<file path="config.mk">
export PLATFORM = sky130hd
export DESIGN_NAME = dual_issue_ctrl_flat
export DESIGN_NICKNAME = d
export VERILOG_FILES = /design/src/rtl/dual_issue_if.sv /design/src/rtl/dual_issue_ctrl.sv /design/src/flat_wrapper.sv
export SDC_FILE = /design/constraint.sdc
export NUM_CORES = 1
export LEC_CHECK = 0
export BUFFER_PORTS_ARGS = -buffer_cell sky130_fd_sc_hd__buf_2
export CAP_MARGIN = 20
export CORE_MARGIN = 4
export CORE_UTILIZATION = 50
export CTS_BUF_LIST = sky130_fd_sc_hd__clkbuf_8 sky130_fd_sc_hd__clkbuf_16
export DETAILED_ROUTE_END_ITERATION = 8
export GPL_ROUTABILITY_DRIVEN = 0
export PLACE_DENSITY_LB_ADDON = 0.2
export REMOVE_ABC_BUFFERS = 1
export SKIP_LAST_GASP = 1
export SYNTH_ARGS = -nofsm -noshare
export SYNTH_HDL_FRONTEND = slang
export SYNTH_SLANG_ARGS = --single-unit
</file>
<file path="constraint.sdc">
create_clock -name clk -period 2.1 [get_ports clk]
set_input_delay 0.315 -clock clk [delete_from_list [all_inputs] [get_ports clk]]
set_output_delay 0.315 -clock clk [all_outputs]
set_load 0.02 [all_outputs]
</file>
<file path="src/rtl/dual_issue_if.sv">
// Fetch-pair and scoreboard-slot signals for the dual-issue sequencer.
// The master side is the controller, the slave side is the fetch/scoreboard environment.
interface dual_issue_if;
    localparam int unsigned REG_W = 5;

    logic             in_valid;
    logic             in_ready;
    logic             in1_vld;
    logic             in2_vld;
    logic [REG_W-1:0] in1_dest;
    logic [REG_W-1:0] in1_src1;
    logic [REG_W-1:0] in1_src2;
    logic             in1_we;
    logic [REG_W-1:0] in2_dest;
    logic [REG_W-1:0] in2_src1;
    logic [REG_W-1:0] in2_src2;
    logic             in2_we;
    logic             flush;
    logic             sb_stall;
    logic [REG_W-1:0] sb1_dest;
    logic [REG_W-1:0] sb1_src1;
    logic [REG_W-1:0] sb1_src2;
    logic [REG_W-1:0] sb2_dest;
    logic [REG_W-1:0] sb2_src1;
    logic [REG_W-1:0] sb2_src2;
    logic             sb1_we;
    logic             sb2_we;
    logic             issue1_valid;
    logic             issue2_valid;
    logic             stall_timeout;

    modport master (
        input  in_valid, in1_vld, in2_vld,
        input  in1_dest, in1_src1, in1_src2, in1_we,
        input  in2_dest, in2_src1, in2_src2, in2_we,
        input  flush, sb_stall,
        output in_ready,
        output sb1_dest, sb1_src1, sb1_src2, sb2_dest, sb2_src1, sb2_src2,
        output sb1_we, sb2_we, issue1_valid, issue2_valid, stall_timeout
    );

    modport slave (
        output in_valid, in1_vld, in2_vld,
        output in1_dest, in1_src1, in1_src2, in1_we,
        output in2_dest, in2_src1, in2_src2, in2_we,
        output flush, sb_stall,
        input  in_ready,
        input  sb1_dest, sb1_src1, sb1_src2, sb2_dest, sb2_src1, sb2_src2,
        input  sb1_we, sb2_we, issue1_valid, issue2_valid, stall_timeout
    );
endinterface

</file>
<file path="src/rtl/dual_issue_ctrl.sv">
// Issue sequencer: buffers one fetched pair, splits dependent pairs into two single issues.
// Define DUAL_ISSUE_STATS_EN to add the cnt_pairs/cnt_singles/cnt_stalls statistics outputs.
module dual_issue_ctrl #(
    parameter int unsigned STALL_LIMIT = 64,
    parameter int unsigned CNT_W       = 32
) (
    input  logic             clk,
    input  logic             rst,
    dual_issue_if.master     bus
`ifdef DUAL_ISSUE_STATS_EN
    ,
    output logic [CNT_W-1:0] cnt_pairs,
    output logic [CNT_W-1:0] cnt_singles,
    output logic [CNT_W-1:0] cnt_stalls
`endif
);
    localparam int unsigned REG_W  = 5;
    localparam int unsigned SCNT_W = $clog2(STALL_LIMIT + 1);

    if (STALL_LIMIT == 0 || CNT_W == 0) begin : g_param_chk
        $error("dual_issue_ctrl: STALL_LIMIT and CNT_W must be nonzero");
    end

    typedef enum logic [1:0] {S_EMPTY, S_PAIR, S_SPLIT_A, S_SPLIT_B} state_e;

    state_e             state_q, state_d;
    logic               b1_vld_q, b1_vld_d, b1_we_q, b1_we_d;
    logic               b2_vld_q, b2_vld_d, b2_we_q, b2_we_d;
    logic [REG_W-1:0]   b1_dest_q, b1_dest_d, b1_src1_q, b1_src1_d, b1_src2_q, b1_src2_d;
    logic [REG_W-1:0]   b2_dest_q, b2_dest_d, b2_src1_q, b2_src1_d, b2_src2_q, b2_src2_d;
    logic [SCNT_W-1:0]  scnt_q, scnt_d;
    logic               gate, busy, go, stalled, last_issue, pres1, pres2, split;

    always_ff @(posedge clk) begin
        if (rst) begin
            state_q   <= S_EMPTY;
            b1_vld_q  <= 1'b0;
            b1_we_q   <= 1'b0;
            b1_dest_q <= '0;
            b1_src1_q <= '0;
            b1_src2_q <= '0;
            b2_vld_q  <= 1'b0;
            b2_we_q   <= 1'b0;
            b2_dest_q <= '0;
            b2_src1_q <= '0;
            b2_src2_q <= '0;
            scnt_q    <= '0;
        end else begin
            state_q   <= state_d;
            b1_vld_q  <= b1_vld_d;
            b1_we_q   <= b1_we_d;
            b1_dest_q <= b1_dest_d;
            b1_src1_q <= b1_src1_d;
            b1_src2_q <= b1_src2_d;
            b2_vld_q  <= b2_vld_d;
            b2_we_q   <= b2_we_d;
            b2_dest_q <= b2_dest_d;
            b2_src1_q <= b2_src1_d;
            b2_src2_q <= b2_src2_d;
            scnt_q    <= scnt_d;
        end
    end

    always_comb begin
        state_d   = state_q;
        b1_vld_d  = b1_vld_q;
        b1_we_d   = b1_we_q;
        b1_dest_d = b1_dest_q;
        b1_src1_d = b1_src1_q;
        b1_src2_d = b1_src2_q;
        b2_vld_d  = b2_vld_q;
        b2_we_d   = b2_we_q;
        b2_dest_d = b2_dest_q;
        b2_src1_d = b2_src1_q;
        b2_src2_d = b2_src2_q;
        scnt_d    = scnt_q;

        gate       = !rst && !bus.flush;
        busy       = (state_q != S_EMPTY);
        go         = gate && busy && !bus.sb_stall;
        stalled    = gate && busy && bus.sb_stall;
        last_issue = go && (state_q == S_PAIR || state_q == S_SPLIT_B);
        pres1      = (state_q == S_PAIR && b1_vld_q) || (state_q == S_SPLIT_A);
        pres2      = (state_q == S_PAIR && b2_vld_q) || (state_q == S_SPLIT_B);

        // A same-pair producer (x0 excluded) forces slot 2 to wait behind slot 1
        split = bus.in1_vld && bus.in2_vld && bus.in1_we && (bus.in1_dest != '0) &&
                ((bus.in2_src1 == bus.in1_dest) || (bus.in2_src2 == bus.in1_dest) ||
                 (bus.in2_we && (bus.in2_dest == bus.in1_dest)));

        bus.in_ready      = gate && (!busy || last_issue);
        bus.sb1_dest      = pres1 ? b1_dest_q : '0;
        bus.sb1_src1      = pres1 ? b1_src1_q : '0;
        bus.sb1_src2      = pres1 ? b1_src2_q : '0;
        bus.sb1_we        = gate && pres1 && b1_we_q;
        bus.sb2_dest      = pres2 ? b2_dest_q : '0;
        bus.sb2_src1      = pres2 ? b2_src1_q : '0;
        bus.sb2_src2      = pres2 ? b2_src2_q : '0;
        bus.sb2_we        = gate && pres2 && b2_we_q;
        bus.issue1_valid  = go && pres1;
        bus.issue2_valid  = go && pres2;
        bus.stall_timeout = stalled && (scnt_q == SCNT_W'(STALL_LIMIT - 1));

        if (bus.flush) begin
            state_d = S_EMPTY;
            scnt_d  = '0;
        end else begin
            if (go) begin
                scnt_d  = '0;
                state_d = (state_q == S_SPLIT_A) ? S_SPLIT_B : S_EMPTY;
            end else if (stalled && (scnt_q != SCNT_W'(STALL_LIMIT))) begin
                scnt_d = scnt_q + SCNT_W'(1);
            end

            // Load may coincide with the final issue of the previous pair
            if (bus.in_valid && bus.in_ready) begin
                b1_vld_d  = bus.in1_vld;
                b1_we_d   = bus.in1_we;
                b1_dest_d = bus.in1_dest;
                b1_src1_d = bus.in1_src1;
                b1_src2_d = bus.in1_src2;
                b2_vld_d  = bus.in2_vld;
                b2_we_d   = bus.in2_we;
                b2_dest_d = bus.in2_dest;
                b2_src1_d = bus.in2_src1;
                b2_src2_d = bus.in2_src2;
                if (!bus.in1_vld && !bus.in2_vld) state_d = S_EMPTY;
                else if (split)                   state_d = S_SPLIT_A;
                else                              state_d = S_PAIR;
            end
        end
    end

`ifdef DUAL_ISSUE_STATS_EN
    logic [CNT_W-1:0] cnt_pairs_q, cnt_pairs_d;
    logic [CNT_W-1:0] cnt_singles_q, cnt_singles_d;
    logic [CNT_W-1:0] cnt_stalls_q, cnt_stalls_d;

    always_comb begin
        cnt_pairs_d   = cnt_pairs_q + CNT_W'(bus.issue1_valid && bus.issue2_valid);
        cnt_singles_d = cnt_singles_q + CNT_W'(bus.issue1_valid ^ bus.issue2_valid);
        cnt_stalls_d  = cnt_stalls_q + CNT_W'(stalled);
    end

    always_ff @(posedge clk) begin
        if (rst) begin
            cnt_pairs_q   <= '0;
            cnt_singles_q <= '0;
            cnt_stalls_q  <= '0;
        end else begin
            cnt_pairs_q   <= cnt_pairs_d;
            cnt_singles_q <= cnt_singles_d;
            cnt_stalls_q  <= cnt_stalls_d;
        end
    end

    assign cnt_pairs   = cnt_pairs_q;
    assign cnt_singles = cnt_singles_q;
    assign cnt_stalls  = cnt_stalls_q;
`endif
endmodule
</file>
<file path="src/flat_wrapper.sv">
// flat-port wrapper written by rule: the top's interface ports become plain ports
module dual_issue_ctrl_flat 
#(
    parameter int unsigned STALL_LIMIT = 64,
    parameter int unsigned CNT_W       = 32
)
  (clk, rst, bus_in_valid, bus_in1_vld, bus_in2_vld, bus_in1_dest, bus_in1_src1, bus_in1_src2, bus_in1_we, bus_in2_dest, bus_in2_src1, bus_in2_src2, bus_in2_we, bus_flush, bus_sb_stall, bus_in_ready, bus_sb1_dest, bus_sb1_src1, bus_sb1_src2, bus_sb2_dest, bus_sb2_src1, bus_sb2_src2, bus_sb1_we, bus_sb2_we, bus_issue1_valid, bus_issue2_valid, bus_stall_timeout);
  dual_issue_if bus_i ();
  input  logic clk;
  input  logic rst;
  input wire logic [$bits(bus_i.in_valid)-1:0] bus_in_valid;
  input wire logic [$bits(bus_i.in1_vld)-1:0] bus_in1_vld;
  input wire logic [$bits(bus_i.in2_vld)-1:0] bus_in2_vld;
  input wire logic [$bits(bus_i.in1_dest)-1:0] bus_in1_dest;
  input wire logic [$bits(bus_i.in1_src1)-1:0] bus_in1_src1;
  input wire logic [$bits(bus_i.in1_src2)-1:0] bus_in1_src2;
  input wire logic [$bits(bus_i.in1_we)-1:0] bus_in1_we;
  input wire logic [$bits(bus_i.in2_dest)-1:0] bus_in2_dest;
  input wire logic [$bits(bus_i.in2_src1)-1:0] bus_in2_src1;
  input wire logic [$bits(bus_i.in2_src2)-1:0] bus_in2_src2;
  input wire logic [$bits(bus_i.in2_we)-1:0] bus_in2_we;
  input wire logic [$bits(bus_i.flush)-1:0] bus_flush;
  input wire logic [$bits(bus_i.sb_stall)-1:0] bus_sb_stall;
  output wire logic [$bits(bus_i.in_ready)-1:0] bus_in_ready;
  output wire logic [$bits(bus_i.sb1_dest)-1:0] bus_sb1_dest;
  output wire logic [$bits(bus_i.sb1_src1)-1:0] bus_sb1_src1;
  output wire logic [$bits(bus_i.sb1_src2)-1:0] bus_sb1_src2;
  output wire logic [$bits(bus_i.sb2_dest)-1:0] bus_sb2_dest;
  output wire logic [$bits(bus_i.sb2_src1)-1:0] bus_sb2_src1;
  output wire logic [$bits(bus_i.sb2_src2)-1:0] bus_sb2_src2;
  output wire logic [$bits(bus_i.sb1_we)-1:0] bus_sb1_we;
  output wire logic [$bits(bus_i.sb2_we)-1:0] bus_sb2_we;
  output wire logic [$bits(bus_i.issue1_valid)-1:0] bus_issue1_valid;
  output wire logic [$bits(bus_i.issue2_valid)-1:0] bus_issue2_valid;
  output wire logic [$bits(bus_i.stall_timeout)-1:0] bus_stall_timeout;
  assign bus_i.in_valid = bus_in_valid;
  assign bus_i.in1_vld = bus_in1_vld;
  assign bus_i.in2_vld = bus_in2_vld;
  assign bus_i.in1_dest = bus_in1_dest;
  assign bus_i.in1_src1 = bus_in1_src1;
  assign bus_i.in1_src2 = bus_in1_src2;
  assign bus_i.in1_we = bus_in1_we;
  assign bus_i.in2_dest = bus_in2_dest;
  assign bus_i.in2_src1 = bus_in2_src1;
  assign bus_i.in2_src2 = bus_in2_src2;
  assign bus_i.in2_we = bus_in2_we;
  assign bus_i.flush = bus_flush;
  assign bus_i.sb_stall = bus_sb_stall;
  assign bus_in_ready = bus_i.in_ready;
  assign bus_sb1_dest = bus_i.sb1_dest;
  assign bus_sb1_src1 = bus_i.sb1_src1;
  assign bus_sb1_src2 = bus_i.sb1_src2;
  assign bus_sb2_dest = bus_i.sb2_dest;
  assign bus_sb2_src1 = bus_i.sb2_src1;
  assign bus_sb2_src2 = bus_i.sb2_src2;
  assign bus_sb1_we = bus_i.sb1_we;
  assign bus_sb2_we = bus_i.sb2_we;
  assign bus_issue1_valid = bus_i.issue1_valid;
  assign bus_issue2_valid = bus_i.issue2_valid;
  assign bus_stall_timeout = bus_i.stall_timeout;
  dual_issue_ctrl #(.STALL_LIMIT(STALL_LIMIT), .CNT_W(CNT_W)) u_core (.clk(clk), .rst(rst), .bus(bus_i));
endmodule
</file>
==> impl_metrics.env <==
export IMPL_status="finished, final reports clean"
export IMPL_postCtsSetupBuffers=0
export IMPL_first_iter_violations=83
export IMPL_syn_area_mm2=0.00216
export IMPL_cp_end_kind="output pin"
export IMPL_synth_top_area_share=0.399
export IMPL_drcViolationCount=0
export IMPL_nets=380
export IMPL_viasPerCell=4.93
export IMPL_synth_async_reset_ratio=0
export IMPL_fmax_ghz=0.532
export IMPL_power_per_cell_area_mw_per_mm2=596
export IMPL_fillerInstances=377
export IMPL_max_slew_margin=0.675
export IMPL_report_final_hold_viol_count=0
export IMPL_register_area_um2=861
export IMPL_std_cell_rows=23
export IMPL_hpwlAfterDp_um=3550
export IMPL_synth_largest_area_cell="dfxtp_1"
export IMPL_ctsHoldBuffers=0
export IMPL_required_ps=1780
export IMPL_slowest_delay_ps=410
export IMPL_wirelength_um=4850
export IMPL_die_height_um=73.7
export IMPL_clkTransAtPathRegs_ps=80
export IMPL_cts_root_buffer="clkbuf_8"
export IMPL_ctsResizeCount=0
export IMPL_drt_pass1_iterations=4
export IMPL_cts_tree="done"
export IMPL_min_path_type="in -> reg"
export IMPL_cp_num_buf_inv=1
export IMPL_diodes=0
export IMPL_worstMarginPinSlew_ps=484
export IMPL_syn_inst=268
export IMPL_h_tree_depth=2
export IMPL_io_pins=75
export IMPL_postLayoutCellArea_mm2=0.00266
export IMPL_vias=1921
export IMPL_clock_path_buffers=2
export IMPL_worstSetupStartpointType="register"
export IMPL_clock_sinks=43
export IMPL_die_x_um=73.7
export IMPL_cts_buffers_inserted=5
export IMPL_crit_chain="nor2_1, and3b_1, nand2_1, nor3_1, buf_2"
export IMPL_drive_above_1_share=0.297
export IMPL_grt_pass1_wl_um=7910
export IMPL_yosys_warnings=0
export IMPL_fin_tns_setup_ps=0
export IMPL_p_leak_nw=1.18
export IMPL_yosysMostFrequentCell="nand2_1"
export IMPL_grt_overflow=0
export IMPL_grt_use_total=0.183
export IMPL_clk_insertion_delay_late_ps=290
export IMPL_r2r_cells=6
export IMPL_peakVddDrop_mv=0.361
export IMPL_hold_ws_ps=254
export IMPL_synth_top_cells_by_area="dfxtp_1, nand2_1, and2_1, xor2_1, a21oi_2"
export IMPL_avgSynthCellArea_um2=8.06
export IMPL_start_util=0.528
export IMPL_fin_crit_ps=1880
export IMPL_synth_commonest_cells="nand2_1, dfxtp_1, and2_1"
export IMPL_post_route_period_util=0.895
export IMPL_multi_input_area_mm2=0.00119
export IMPL_post_drt_wl_per_cell_um=12.4
export IMPL_worstPathArrival_ps=1560
export IMPL_synth_edf_count=0
export IMPL_die_area_mm2=0.00543
export IMPL_ant_nets=0
export IMPL_cap_violations=0
export IMPL_synthToLayoutAreaGrowth_pct=23.0
export IMPL_grt_max_degree=35
export IMPL_synth_cell_types=34
export IMPL_numPortBuffers=74
export IMPL_rsz0062_at_grt="no"
export IMPL_fin_skew_ps=5.19
export IMPL_criticalPathCategory="reg -> out"
export IMPL_ys_seq_area_frac=0.399
export IMPL_drv_slew=0
export IMPL_grt_pass1_vias=1798
export IMPL_hold_depth=3
export IMPL_setup_viol=0
export IMPL_place_area_mm2=0.00256
export IMPL_cp_slowest_cell="dfxtp_1"
export IMPL_worst_path_stages=5
export IMPL_coreArea_mm2=0.00409
export IMPL_ys_ff_latch=43
export IMPL_synthFlopType="dfxtp_1"
export IMPL_power_total_w=0.00158
export IMPL_antenna_found_initial=0
export IMPL_critical_path_top_delay_family="simple AND/OR/NAND/NOR gates"
export IMPL_cp_max_fo=6
[final timing paths]
kind | from | to | slack (ps)
setup / recovery | u_core.state_q[0] | bus_stall_timeout | 220
hold / removal | bus_in1_src1[3] | u_core.b1_src1_q[3] | 250
setup reg to reg | u_core.state_q[0] | u_core.b1_src1_q[0] | 440
hold reg to reg | u_core.b2_src1_q[1] | u_core.b2_src1_q[1] | 450
[metal layers]
metal	vias up	GRT usage	part of all wire	routed length, µm
met2	62	0.288	0.43	2090
met3	7	0.0383	0.076	367
li1	1011	-	-	-
met4	0	0.0604	0.0099	48
met1	841	0.248	0.48	2350
met5	-	0	0	0
[cell type report]
type,count,share of cell area
Inverter,2,0.00283
Timing Repair Buffer,79,0.163
Clock buffer,7,0.0363
Clock inverter,1,0.00141
Multi-Input combinational cell,208,0.449
Tap cell,50,0.0236
Sequential cell,43,0.324
[tightest hold or removal path, delay by kind of cell]
family	cells	cell delay, ps
buffers and inverters	1	100
AO/OA/AOI/OAI	1	50
AND/OR/NAND/NOR	1	50
[through the flow]
step	utilization	cells	setup slack, ps
2_1_floorplan	-	253	269
3_5_place_dp	0.626	382	352
4_1_cts	0.650	390	204
5_1_grt	0.650	390	105
3_3_place_gp	0.626	382	407
6_report	0.650	390	221
[registers in the layout, indices dropped and copies added (netlist names), 2 cells and up]
name,cells
u_core.b2_src1_q,5
u_core.state_q,2
u_core.b1_src2_q,5
u_core.scnt_q,7
u_core.b2_src2_q,5
u_core.b1_dest_q,5
u_core.b2_dest_q,5
u_core.b1_src1_q,5
[layout by cell type, fill, tap and decap left out, types with 4 or more instances in the layout]
cell type | synthesis | final
nand3_1 | 4 | 4
a21oi_2 | 13 | 13
clkbuf_8 | 0 | 7
buf_2 | 4 | 74
and2_1 | 31 | 31
and3_1 | 4 | 4
a21oi_1 | 22 | 22
nor2_1 | 8 | 8
nand2_1 | 75 | 75
xnor2_1 | 5 | 5
xor2_1 | 16 | 16
dfxtp_1 | 43 | 43
[logic make-up after synthesis]
| kind of cell | after synthesis | synth area share |
|---|---|---|
| flip-flops | 43 | 0.399 |
| XOR/XNOR | 21 | 0.0852 |
| multiplexers | 1 | 0.00464 |
| adder cells (fa/ha/maj) | 2 | 0.0116 |
| buffers and inverters | 17 | 0.0492 |
| AO/OA/AOI/OAI | 45 | 0.134 |
| AND/OR/NAND/NOR | 139 | 0.317 |
[power by group]
| group | total [W] | internal (W) | switching (W) |
|---|---|---|---|
| Combinational | 0.000168 | 0.0000717 | 0.0000961 |
| Clock | 0.000569 | 0.000295 | 0.000273 |
| Sequential | 0.000846 | 0.000837 | 0.00000930 |
No activity file was read; power rests on OpenSTA's default activity.
